`src/rtl/morse_receiver_pkg.sv`:
```
// Shared Morse letter definitions for the transmit and receive ends of the letter link.
// Latency: none (constants, types and a table only).
// Backpressure: none.
// Contents: FRAME_BITS default, receiver state encoding, 16-bit letter frames and 3-bit codes.
package morse_receiver_pkg;

   localparam int FRAME_BITS = 16;

   typedef enum logic [1:0] {
      ST_IDLE    = 2'd0,
      ST_CAPTURE = 2'd1,
      ST_DECODE  = 2'd2
   } state_t;

   // 3-bit letter codes, identical to the transmitter's switch select
   localparam logic [2:0] CODE_A = 3'd0;
   localparam logic [2:0] CODE_B = 3'd1;
   localparam logic [2:0] CODE_C = 3'd2;
   localparam logic [2:0] CODE_D = 3'd3;
   localparam logic [2:0] CODE_E = 3'd4;
   localparam logic [2:0] CODE_F = 3'd5;
   localparam logic [2:0] CODE_G = 3'd6;
   localparam logic [2:0] CODE_H = 3'd7;

   // Frames, first symbol in bit 15 (a dot is 1, a dash is 111, gaps are 0)
   localparam logic [15:0] FRAME_A = 16'hB800;
   localparam logic [15:0] FRAME_B = 16'hEA80;
   localparam logic [15:0] FRAME_C = 16'hEBA0;
   localparam logic [15:0] FRAME_D = 16'hEA00;
   localparam logic [15:0] FRAME_E = 16'h8000;
   localparam logic [15:0] FRAME_F = 16'hAE80;
   localparam logic [15:0] FRAME_G = 16'hEE80;
   localparam logic [15:0] FRAME_H = 16'hAA00;

   // Indexed by letter code
   localparam logic [15:0] LETTER_TABLE [8] = '{
      FRAME_A, FRAME_B, FRAME_C, FRAME_D,
      FRAME_E, FRAME_F, FRAME_G, FRAME_H
   };

endpackage

```
`src/rtl/morse_lookup.sv`:
```
// Combinational frame-to-letter decoder: exact 16-bit match against the letter table.
// Latency: combinational, zero cycles.
// Backpressure: none; output follows input continuously.
// Ports: frame in (16), code out (3, 0 when no match), hit out (1 = frame is a letter).
module morse_lookup
   import morse_receiver_pkg::*;
(
   input  logic [15:0] frame,
   output logic [2:0]  code,
   output logic        hit
);

   always_comb begin
      code = 3'd0;
      hit  = 1'b0;
      for (int i = 0; i < 8; i++) begin
         if (frame == LETTER_TABLE[i]) begin
            code = 3'(i);
            hit  = 1'b1;
         end
      end
   end

endmodule

```
`src/rtl/morse_receiver.sv`:
```
// Morse letter receiver: samples serial_in on Enable ticks, assembles 16-symbol frames, decodes A-H.
// Latency: valid/error pulse one Clock after the edge that samples the 16th symbol.
// Backpressure: none; Enable paces input, clear aborts a partial frame, Enable ignored during DECODE.
// Ports: Clock, Reset_n, Enable, serial_in, clear in; letter(3), valid, error, busy, frame(16) out.
module morse_receiver
   import morse_receiver_pkg::*;
#(
   parameter int FRAME_BITS_P = FRAME_BITS
)
(
   input  logic        Clock,
   input  logic        Reset_n,
   input  logic        Enable,
   input  logic        serial_in,
   input  logic        clear,
   output logic [2:0]  letter,
   output logic        valid,
   output logic        error,
   output logic        busy,
   output logic [15:0] frame
);

   localparam logic [3:0] LAST_COUNT = 4'(FRAME_BITS_P - 1);

   state_t      state;
   logic [15:0] shift;
   logic [3:0]  count;
   logic [2:0]  lookup_code;
   logic        lookup_hit;

   morse_lookup u_lookup (
      .frame (shift),
      .code  (lookup_code),
      .hit   (lookup_hit)
   );

   always_ff @(posedge Clock or negedge Reset_n) begin
      if (!Reset_n) begin
         state  <= ST_IDLE;
         shift  <= 16'h0000;
         count  <= 4'd0;
         letter <= 3'd0;
         frame  <= 16'h0000;
         valid  <= 1'b0;
         error  <= 1'b0;
         busy   <= 1'b0;
      end else begin
         // result pulses last exactly one cycle
         valid <= 1'b0;
         error <= 1'b0;
         if (clear) begin
            // abort wins over Enable and over a pending decode
            state <= ST_IDLE;
            count <= 4'd0;
            busy  <= 1'b0;
         end else begin
            case (state)
               ST_IDLE: begin
                  // zeros between frames are gap; a 1 is always the first symbol
                  if (Enable && serial_in) begin
                     shift <= 16'h0001;
                     count <= 4'd1;
                     state <= ST_CAPTURE;
                     busy  <= 1'b1;
                  end
               end
               ST_CAPTURE: begin
                  if (Enable) begin
                     shift <= {shift[14:0], serial_in};
                     count <= count + 4'd1;
                     if (count == LAST_COUNT) begin
                        state <= ST_DECODE;
                     end
                  end
               end
               ST_DECODE: begin
                  frame <= shift;
                  if (lookup_hit) begin
                     letter <= lookup_code;
                     valid  <= 1'b1;
                  end else begin
                     error <= 1'b1;
                  end
                  count <= 4'd0;
                  state <= ST_IDLE;
                  busy  <= 1'b0;
               end
               default: begin
                  state <= ST_IDLE;
                  count <= 4'd0;
                  busy  <= 1'b0;
               end
            endcase
         end
      end
   end

endmodule

```
`config.mk`:
```
export PLATFORM = sky130hd
export DESIGN_NAME = morse_receiver
export DESIGN_NICKNAME = d
export VERILOG_FILES = /design/src/rtl/morse_receiver_pkg.sv /design/src/rtl/morse_lookup.sv /design/src/rtl/morse_receiver.sv
export SDC_FILE = /design/constraint.sdc
export NUM_CORES = 1
export LEC_CHECK = 0
export ABC_AREA = 1
export CAP_MARGIN = 15
export CORE_MARGIN = 10
export CORE_UTILIZATION = 59
export CTS_BUF_LIST = sky130_fd_sc_hd__clkbuf_16
export DETAILED_ROUTE_END_ITERATION = 6
export PLACE_DENSITY_LB_ADDON = 0.25
export SETUP_SLACK_MARGIN = 0.5
export SLEW_MARGIN = 20
export SYNTH_ARGS = -nofsm -noshare
export SYNTH_HDL_FRONTEND = slang
export SYNTH_SLANG_ARGS = --single-unit
```
`constraint.sdc`:
```
create_clock -name Clock -period 3.15 [get_ports Clock]
set_clock_uncertainty 0.15 [all_clocks]
set_input_delay 0.63 -clock Clock [delete_from_list [all_inputs] [get_ports Clock]]
set_output_delay 0.63 -clock Clock [all_outputs]
set_load 0.01 [all_outputs]
```
## After elaboration in Yosys (flattened, before gate mapping)

Index checks and enable logic that the tools add are counted.

| word-level totals | value |
|---|---|
| bits in registers | 44 |
| latch bits | 0 |
| bits in writable memories | 0 |
| ROM bits | 0 |
| input bits | 5 |
| word-level logic and storage cells | 72 |
| memories kept | 0 |

| operators by class | value |
|---|---|
| add/subtract/negate cells | 1 |
| $mul | 0 |
| div/mod/pow operators | 0 |
| $lt $le $gt $ge | 0 |
| equal/unequal tests | 17 |
| shifts and indexed selects | 0 |
| muxes and demuxes | 36 |
| bitwise operators | 1 |
| reduce and logical (&&, ||, !) cells | 9 |

Operators by type and width:

| kind | count |
|---|---|
| $eq 16x16->1 const B | 8 |
| $mux 16 | 2 |
| $pmux 16 s2 | 1 |
| $mux 1 | 17 |
| $mux 2 | 6 |
| $mux 3 | 4 |
| $mux 4 | 3 |
| $ne 3x3->1 const B | 3 |
| $pmux 4 s2 | 1 |
| $ne 2x2->1 const B | 3 |
| $reduce_and 2->1 | 3 |
| $reduce_and 3->1 | 2 |
| $add 4x1->4 const B | 1 |
| $eq 4x4->1 const B | 1 |
| $pmux 2 s2 | 1 |
| $reduce_and 4->1 | 1 |
| $eq 2x1->1 const B | 1 |
| $eq 2x2->1 const B | 1 |
| $logic_not 2->1 | 1 |
| $pmux 1 s2 | 1 |
| $reduce_bool 2->1 | 1 |
| $logic_and 1x1->1 | 1 |
| $not 1->1 | 1 |

## Logic depth before layout (Yosys ltp)

| depth | value |
|---|---|
| depth in word-level cells | 12 |
| gate-level depth with buffers | 13 |

## Cells and area by module

From an unflattened synthesis, not the netlist that was laid out.

| second synthesis, totals | value |
|---|---|
| cell total of the unflattened synthesis | 260 |
| area, all modules | 2115.8 um^2 |

By module, submodules not included:

| module | times used | cells each | area an instance (um^2) |
|---|---|---|---|
| morse_receiver | 1 | 195 | 1820.5 |
| morse_lookup | 1 | 65 | 295.3 |

## Least setup slack after synthesis

No wires, ideal clock.

| timing path | value |
|---|---|
| path kind | input -> register |
| start point | input port clear |
| end point | register state[1] |
| setup time | 0.120 ns |
| arrival time | 1.356 ns |
| data required time | 2.880 ns |
| path slack | 1.524 ns |
| stages on the path | 7 |
| cell sequence | nor2_4 > inv_1 > a21oi_2 > nand2_2 > nand2_1 > o21ai_2 > and3_1 |

| on the way | value |
|---|---|
| cells in the longest elaborated chain, start to end | 2 |

Ends and longest elaborated chain:

| what | RTL line | source |
|---|---|---|
| from (decl) | morse_receiver.sv:15 | `input logic clear,` |
| $ne 3x3->1 (no line) | n/a |  |
| $reduce_and 3->1 (no line) | n/a |  |
| to (signal assigned) | morse_receiver.sv:39 | `state <= ST_IDLE;` |
| to (signal assigned) | morse_receiver.sv:53 | `state <= ST_IDLE;` |
| to (signal assigned) | morse_receiver.sv:63 | `state <= ST_CAPTURE;` |
| to (decl) | morse_receiver.sv:25 | `state_t state;` |

Several ways; a longest one is shown, not always the timed one.
A chain may end at the register's enable or synchronous reset.

## Worst setup path in the final report

| timing path | value |
|---|---|
| start point | input port clear |
| end point | register state[0] |

Same word-level chain as after synthesis.

==> results_dict.tcl <==
set metrics [dict create \
    nNetsFinal 288 \
    avgViaCountPerCell 5.35 \
    startpoint "clear" \
    start_kind "input port" \
    cap_violations 0 \
    cts_buffers 5 \
    post_cts_buffers 0 \
    cp_common_cell "nand2_1" \
    dpl_cell_area_um2 2420 \
    syn_to_final_growth_pct 21.4 \
    synth_compound_area_share_pct 11.5 \
    syn-cell-area_um2 2130 \
    ys_types 27 \
    r2r_end "letter[2]" \
    via_count 1760 \
    drt_iter0_drc 152 \
    gp_congestion 0.856 \
    grt_use_total_pct 15.4 \
    cpPeakStageDelay_ns 0.57 \
    setup_viol 0 \
    cp_max_fo 6 \
    final_cells 329 \
    period_needed_ns 2.02 \
    synth.ff_latch_count 44 \
    r2r-start "shift[12]" \
    regArea_um2 1100 \
    endpoint "state[0]" \
    clk_latency_ns 0.29 \
    synth_top_family_by_area "simple AND/OR/NAND/NOR gates" \
    cts_root_buffer "clkbuf_16" \
    hp-class "input port to async pin" \
    cts.sinks 44 \
    critPathCaptureType "register" \
    ys_warn_count 0 \
    ff2ff_path_depth 10 \
    drive_above_1_share_pct 13.1 \
    place.detailed.hpwl_um 3010 \
    relSlewSlack_pct 37.7 \
    yosysSeqAreaShare_pct 51.7 \
    status "finished clean" \
    wl_per_cell_um 12.8 \
    critical_path.slowest_cell "clkdlybuf4s50_1" \
    coreArea_um2 3420 \
    postRouteAntennaNets 0 \
    fmax_mhz 494 \
    fillCellCount 255 \
    die_y_um 80.1 \
    htree_levels 2 \
    powerDensity_nw_per_um2 511 \
    worstMarginPinSlew_ns 0.934 \
    synth_mux_area_share_pct 0 \
    grt_max_degree 45 \
    syn-num-nets 261 \
    ff2ff_setup_slack_ns 1.43 \
    port_buffers 26 \
    die_w_um 80.1 \
    first_global_vias 1756 \
    dieArea_um2 6420 \
    critPathRequiredTime_ns 3.18 \
    drt-total-wl_um 4200 \
    synth_simple_gate_area_share_pct 28.7 \
    synth_fa_ha_area_share_pct 0.587 \
    path_cells "clkdlybuf4s50_1 > nor2_4 > nand3_1 > nand2_1 > nand2_2 > nand2_1 > o21ai_2 > nand2_1 > a21bo_2" \
    initial_core_util_pct 62.4 \
    antenna_found_initial 0 \
    period_share_pct 64.3 \
    num_antenna_cells 0 \
    dr.pass1.iters 4 \
    clockBufferDepth 2 \
    drv_slew 0 \
    syn_inst 255 \
    cp.arrival_ns 2.05 \
    drc 0 \
    num_rows 21 \
    clkTransAtPathRegs_ns 0.06 \
    peakVddDrop_uv 464 \
    multi_input_area_um2 870 \
    synthXorXnorAreaFrac_pct 0 \
    grt_setup_unrepaired "no" \
    p_leak_uw 0.00121 \
    io-pin-count 27 \
    hold_violations 0 \
    critPathKind "input port to register" \
    cts_tree "built" \
    cts_hold_buffers 0 \
    design_area_um2 2590 \
    setup-tns-final_ns 0 \
    grt_pass1_wl_um 7870 \
    post-place-cells 321 \
    post_cts_resized 0 \
    syn_avg_cell_area_um2 8.36 \
    grt_overflow 0 \
]
==> per-stage QoR <==
step	hold WS (ns)	power, uW	setup slack [ns]	util, %
after detailed placement	0.321	764	0.834	70.8
after CTS	0.340	1330	1.13	75.6
after global placement	0.314	760	0.884	70.8
after global routing	0.371	1380	0.951	75.7
after floorplan	0.184	698	1.52	-
final	0.330	1320	1.13	75.7
==> where the power goes <==
group	switching, uW	leakage (uW)	internal, uW
combinational	82.3	0.000566	61.3
clock	200	0.0000850	369
sequential	18.6	0.000558	591
total	301	0.00121	1020
==> cells in the final DEF, fill, tap and decap left out, drive strengths merged <==
cell type and instances:
and3 1, nor3 2, nand4 7, bufinv 1, dfrtp 44, a21bo 1
o22ai 1, nand3 30, a21oi 6, buf 2, clkinv 1, ha 1
clkdlybuf4s50 25, o21ai 38, inv 36, nand2 53, nor2 29, clkbuf 5
==> synth_stat cells <==
master,count,area [um2]
a21bo_2,1,10.0
a21oi_1,5,25.0
a21oi_2,1,8.76
and3_1,1,6.26
buf_2,3,15.0
clkbuf_1,3,11.3
clkbuf_2,1,5.00
dfrtp_1,44,1100
ha_1,1,12.5
inv_1,28,105
inv_2,7,26.3
nand2_1,47,176
nand2_2,5,31.3
nand2_4,1,11.3
nand3_1,29,145
nand3_2,1,10.0
nand4_1,7,43.8
nor2_1,20,75.1
nor2_2,4,25.0
nor2_4,4,45.0
nor2_8,1,20.0
nor3_1,1,5.00
nor3_4,1,16.3
o21ai_0,36,180
o21ai_1,1,5.00
o21ai_2,1,8.76
o22ai_1,1,6.26
==> state kept, by name, summed over array words and instances, names as in the netlist <==
register	flops
busy	1
count	4
error	1
frame	16
letter	3
shift	16
state	2
valid	1
==> critical path, delay by kind of cell <==
| family | cells | cell delay [ns] |
|---|---|---|
| compound gates | 2 | 0.34 |
| buf+inv | 1 | 0.57 |
| simple gates | 6 | 0.51 |
==> worst min path at each step <==
stage / start / endpoint / depth (start not counted)
floorplan: Reset_n / busy / 0
global placement: frame[11] / frame[11] / 2
detailed placement: busy / busy / 2
CTS: frame[14] / frame[14] / 2
global route: frame[9] / frame[9] / 2
finish: Reset_n / frame[8] / 1
==> area by class of cell <==
class	instances	area share (%)
inverter	35	5.08
clock buffer	5	4.84
clock inverter	3	1.50
multi-input combinational	169	33.6
timing repair buffer	27	10.2
sequential	44	42.6
tap	46	2.23
==> routing by layer <==
metal	up-vias	share of wire (%)	track usage (%)
met5	-	0	0
met4	0	1.3	6.34
met3	7	8.4	7.24
met2	48	47	23.9
met1	823	43	17.8
li1	882	-	-
==> logic make-up (layout without fill, tap and decap cells) <==
logic type / Yosys count / in the layout
compound gates: 46 / 46
flops: 44 / 44
buf+inv: 42 / 70
fa+ha+maj: 1 / 1
simple gates: 122 / 122
Power figures use the tool's default switching activity.
